### config.mk
export PLATFORM = sky130hd
export DESIGN_NAME = act_pwl_pipe
export DESIGN_NICKNAME = d
export VERILOG_FILES = /design/src/rtl/act_pwl_pipe.sv
export SDC_FILE = /design/constraint.sdc
export NUM_CORES = 1
export LEC_CHECK = 0
export BUFFER_PORTS_ARGS = -buffer_cell sky130_fd_sc_hd__buf_4
export CORE_AREA = 4 4 118 120
export DETAILED_ROUTE_END_ITERATION = 8
export DIE_AREA = 0 0 122 124
export GPL_TIMING_DRIVEN = 0
export PLACE_DENSITY = 0.81
export REMOVE_ABC_BUFFERS = 1
export SKIP_CTS_REPAIR_TIMING = 1
export SKIP_LAST_GASP = 1
export SLEW_MARGIN = 0
export SYNTH_ARGS = -nofsm -noshare
export SYNTH_HDL_FRONTEND = slang
export SYNTH_SLANG_ARGS = --single-unit
### constraint.sdc
create_clock -name clk -period 8.4 [get_ports clk]
set_input_delay 1.26 -clock clk [delete_from_list [all_inputs] [get_ports clk]]
set_output_delay 1.26 -clock clk [all_outputs]
set_load 0.1 [all_outputs]
### src/rtl/act_pwl_pipe.sv
// Two-stage piecewise-linear activation (sigmoid / tanh / ReLU / bypass) with valid/ready flow control.
// Optional macro ACT_PWL_SAT_FLAG_EN adds out_sat, set when the sigmoid/tanh core hits its saturation segment.
module act_pwl_pipe #(
  parameter int unsigned WIDTH = 32,
  parameter int unsigned FRAC  = 24
) (
  input  logic             clk,
  input  logic             rst,
  input  logic             in_valid,
  output logic             in_ready,
  input  logic [WIDTH-1:0] in_data,
  input  logic [1:0]       in_mode,
  output logic             out_valid,
  input  logic             out_ready,
  output logic [WIDTH-1:0] out_data
`ifdef ACT_PWL_SAT_FLAG_EN
  ,
  output logic             out_sat
`endif
);

  localparam int unsigned MW = WIDTH + 1;

  localparam logic [MW-1:0] ONE  = MW'(1) << FRAC;
  localparam logic [MW-1:0] HALF = ONE >> 1;
  localparam logic [MW-1:0] C0   = MW'(5) << (FRAC - 3);
  localparam logic [MW-1:0] C1   = MW'(27) << (FRAC - 5);
  localparam logic [MW-1:0] T1   = ONE;
  localparam logic [MW-1:0] T2   = MW'(19) << (FRAC - 3);
  localparam logic [MW-1:0] T3   = MW'(5) << FRAC;

  localparam logic [1:0] M_SIG  = 2'b00;
  localparam logic [1:0] M_TANH = 2'b01;
  localparam logic [1:0] M_RELU = 2'b10;
  localparam logic [1:0] M_BYP  = 2'b11;

  logic             s1_valid;
  logic [1:0]       s1_mode;
  logic             s1_sign;
  logic [MW-1:0]    s1_mag;
  logic [1:0]       s1_seg;
  logic             s1_en;
  logic             s2_en;

  logic [MW-1:0]    ext;
  logic [MW-1:0]    mag0;
  logic             sign0;
  logic [1:0]       seg0;

  logic [MW-1:0]    core;
  logic [MW-1:0]    sgm;
  logic [WIDTH-1:0] y;

  assign s2_en    = !out_valid || out_ready;
  assign s1_en    = !s1_valid || s2_en;
  assign in_ready = s1_en;

  // Magnitude is unsigned and one bit wider, so |most negative| (and |2x| for tanh) is exact.
  always_comb begin
    ext   = (in_mode == M_TANH) ? {in_data, 1'b0} : {in_data[WIDTH-1], in_data};
    sign0 = ext[MW-1];
    mag0  = sign0 ? (~ext + MW'(1)) : ext;
    if (mag0 < T1)      seg0 = 2'd0;
    else if (mag0 < T2) seg0 = 2'd1;
    else if (mag0 < T3) seg0 = 2'd2;
    else                seg0 = 2'd3;
  end

  // Stage-2 result: sigmoid core, sign fold, then per-mode output mapping.
  always_comb begin
    core = ONE;
    case (s1_seg)
      2'd0:    core = (s1_mag >> 2) + HALF;
      2'd1:    core = (s1_mag >> 3) + C0;
      2'd2:    core = (s1_mag >> 5) + C1;
      default: core = ONE;
    endcase
    sgm = s1_sign ? (ONE - core) : core;
    y   = WIDTH'(sgm);
    case (s1_mode)
      M_SIG:   y = WIDTH'(sgm);
      M_TANH:  y = WIDTH'((sgm << 1) - ONE);
      M_RELU:  y = s1_sign ? '0 : WIDTH'(s1_mag);
      M_BYP:   y = WIDTH'(s1_sign ? (~s1_mag + MW'(1)) : s1_mag);
      default: y = WIDTH'(sgm);
    endcase
  end

  always_ff @(posedge clk) begin
    if (rst) begin
      s1_valid  <= 1'b0;
      s1_mode   <= 2'b00;
      s1_sign   <= 1'b0;
      s1_mag    <= '0;
      s1_seg    <= 2'd0;
      out_valid <= 1'b0;
      out_data  <= '0;
`ifdef ACT_PWL_SAT_FLAG_EN
      out_sat   <= 1'b0;
`endif
    end else begin
      if (s1_en) begin
        s1_valid <= in_valid;
        if (in_valid) begin
          s1_mode <= in_mode;
          s1_sign <= sign0;
          s1_mag  <= mag0;
          s1_seg  <= seg0;
        end
      end
      if (s2_en) begin
        out_valid <= s1_valid;
        if (s1_valid) begin
          out_data <= y;
`ifdef ACT_PWL_SAT_FLAG_EN
          out_sat  <= (s1_seg == 2'd3) && !s1_mode[1];
`endif
        end
      end
    end
  end

endmodule
==> impl_metrics.env <==
export IMPL_design_area_sq_um=8460
export IMPL_drv_slew=0
export IMPL_synthMuxAreaShare_pct=5.83
export IMPL_final_setup_skew_ns=0.00885
export IMPL_power_density_nw_per_um2=155
export IMPL_rr_worst_depth=13
export IMPL_overflow=0
export IMPL_worstPathMaxFanout=39
export IMPL_p_int_mw=0.776
export IMPL_ant_nets=0
export IMPL_min_to="out_data[27]$_SDFFE_PP0P_"
export IMPL_routed_wl_um=20800
export IMPL_synth_top_family_by_area="compound AO/OA/AOI/OAI gates"
export IMPL_dieArea_sq_um=15100
export IMPL_dr_pass1_iters=7
export IMPL_endpoint_kind="flop"
export IMPL_die_width_um=122
export IMPL_maxCapViolCount=0
export IMPL_yosysSeqAreaShare_pct=18.6
export IMPL_hold_class="flop to flop"
export IMPL_setup_tns_ns=0
export IMPL_clock_power_share_pct=29.2
export IMPL_clock_fmax_mhz=204
export IMPL_ios=72
export IMPL_reg2reg_from="s1_seg[0]$_SDFFE_PP0P_"
export IMPL_max_vdd_ir_drop_v=0.0000995
export IMPL_synth_edff_count=0
export IMPL_critPathArrivalTime_ns=5.09
export IMPL_swShare_pct=40.9
export IMPL_antenna_found_initial=0
export IMPL_async_flop_share_pct=0
export IMPL_rrSetupSlack_ns=3.74
export IMPL_drive_gt1_share_pct=12.0
export IMPL_clock_latency_ns=0.34
export IMPL_routabilityCongestion=0.930
export IMPL_die_h_um=124
export IMPL_clk_path_buf_depth=2
export IMPL_synth_cell_types=86
export IMPL_synth_largest_area_cell="dfxtp_1"
export IMPL_worst_setup_path_type="input pin to flop"
export IMPL_htreeDepth=3
export IMPL_leakage_nw=2.99
export IMPL_track_usage_pct=27.2
export IMPL_status="finished, final reports clean"
export IMPL_wl_per_cell_um=15.9
export IMPL_r2r_end="out_data[26]$_SDFFE_PP0P_"
export IMPL_syn_avg_cell_area_sq_um=6.79
export IMPL_vias=8454
export IMPL_power_switching_mw=0.536
export IMPL_synth_simple_area_share_pct=29.9
export IMPL_yosysWarnings=0
export IMPL_synthAdderAreaFrac_pct=1.78
export IMPL_synth_xor_area_share_pct=5.99
export IMPL_synth_ff_type="dfxtp_1"
export IMPL_hold_path_startpoint="out_data[27]$_SDFFE_PP0P_"
export IMPL_grt_setup_unrepaired="false"
export IMPL_drc=0
export IMPL_std_cell_rows=42
export IMPL_synthCells=1142
export IMPL_start_util_pct=59.7
export IMPL_synth_top_cells_by_area="dfxtp_1 (19%), nand2_1 (7.9%), a21oi_1 (6.8%)"
export IMPL_vias_per_cell=6.48
export IMPL_clock_sinks=72
export IMPL_area_delta_synth_final_pct=9.12
export IMPL_place_area_sq_um=8150
export IMPL_seq_power_share_pct=31.7
export IMPL_min_period_ns=4.91
export IMPL_cts_buffers=9
export IMPL_fp_coreArea_sq_um=13000
export IMPL_n_antenna_cell=0
export IMPL_hold_viol_final=0
export IMPL_netlist_top_cells_count="nand2_1 (163), a21oi_1 (106), nor2_1 (102), o21ai_0 (81), dfxtp_1 (72)"
export IMPL_p_comb_share_pct=39.1
export IMPL_port_buffers=71
export IMPL_synth_compound_area_share_pct=31.1
export IMPL_fin_crit_sh_pct=58.5
export IMPL_hold_depth=2
export IMPL_path_clk_slew_ns=0.06
export IMPL_dpl_hpwl_um=14700
export IMPL_grt_pass1_wl_um=34500
export IMPL_required_ns=8.57
export IMPL_nNetsFinal=1172
export IMPL_syn_area_sq_um=7750
export IMPL_synth_top_cell_area_share_pct=18.6
export IMPL_grt_pass1_vias=7174
export IMPL_synth_most_common_cell="nand2_1"
export IMPL_setup_violations_final=0
export IMPL_n_fill_cell=1184
export IMPL_relSlewSlack_pct=30.6
export IMPL_cts_tree="built"
export IMPL_cts_root_buf="clkbuf_16"
export IMPL_worst_setup_path_start_kind="input pin"
export IMPL_tightest_slew_ns=1.04
export IMPL_synth_seq_cells=72
export IMPL_grt_max_degree=75
export IMPL_drt_initial_drc_count=824
-- final cells by class --
cell class                      count  area, sq um  area share (%)
Sequential cell                    72         1450            17.1
Multi-Input combinational cell    943         5800            68.6
Tap cell                          176          220            2.60
Clock buffer                       10          229            2.71
Inverter                           22         82.6           0.976
Clock inverter                      6         70.1           0.828
Timing Repair Buffer               75          608            7.19
-- flip-flops by register name (all words and copies together) (netlist names) --
| signal | cells |
|---|---|
| out_data | 32 |
| out_valid | 1 |
| s1_mag | 33 |
| s1_mode | 2 |
| s1_seg | 2 |
| s1_sign | 1 |
| s1_valid | 1 |
-- per-stage QoR --
stage	power, mW	hold slack, ns	setup WS (ns)	util (%)	std cells
CTS	1.31	0.454	3.22	65.1	1304
global route	1.38	0.473	3.12	65.2	1304
finish	1.31	0.449	3.49	65.2	1304
global placement	0.909	0.433	1.76	62.1	1284
floorplan	0.791	0.464	3.02	-	1037
detailed placement	0.924	0.445	2.86	62.8	1288
-- worst max-delay path, stage by stage --
cell and delay (ns):
buf_4 0.13, nor2b_4 0.77, mux2i_1 0.31, ha_1 0.17, inv_1 0.06, a2111oi_2 0.37
nand4_1 0.44, or2_1 0.45, o211a_1 0.24, nor4_1 0.40, a21o_1 0.17, o21ai_1 0.07
o22ai_1 0.15, a221oi_1 0.09
-- placed cells by master (no fill, tap or decap), types with 7 or more instances in the layout --
master,count
dfxtp_1,67
o21ai_1,11
o22ai_1,8
or3_1,13
nor2b_1,9
a221oi_1,8
nor3_1,41
mux2i_1,38
or2_2,9
ha_1,11
and3b_1,7
o21ai_0,81
buf_4,71
nand3_1,24
clkbuf_16,9
a21o_1,7
nor2_1,102
nand4_1,10
and2_1,11
nand3b_1,20
o311ai_0,9
inv_1,18
o211ai_1,14
a211oi_1,21
xnor2_1,37
nor4_1,21
xor2_1,16
and3_1,7
nand2_1,162
a21oi_1,106
or4_1,7
o31ai_1,19
-- power groups by stage --
stage	logic (mW)	registers, mW	clock network, mW
after floorplan	0.296	0.495	0
after CTS	0.506	0.414	0.386
after detailed placement	0.503	0.422	0
after global routing	0.561	0.421	0.400
final	0.513	0.416	0.383
after global placement	0.479	0.430	0
-- worst max-delay path by stage --
stage,cells after the start,slack [ns],start,to
floorplan,13,3.02,in_mode[1],s1_seg[1]$_SDFFE_PP0P_
global route,14,3.12,in_mode[0],s1_seg[1]$_SDFFE_PP0P_
CTS,11,3.22,in_mode[1],s1_seg[0]$_SDFFE_PP0P_
finish,14,3.49,in_mode[0],s1_seg[0]$_SDFFE_PP0P_
global placement,14,1.76,in_mode[1],s1_seg[0]$_SDFFE_PP0P_
detailed placement,11,2.86,in_mode[1],s1_seg[1]$_SDFFE_PP0P_
-- kinds of logic after synthesis --
family          count (synthesis)
simple gates                  472
flops                          72
xor+xnor                       53
compound gates                364
mux                            43
buf+inv                       127
fa+ha+maj                      11
-- routing by layer --
metal	up-vias	global-route usage, %	routed length [um]
met2	371	42.4	9120
met1	3889	38.8	9550
met5	-	0	0
li1	4159	-	-
met3	35	3.68	1650
met4	0	8.96	459
Note: power is estimated with default switching activity, not from simulation.
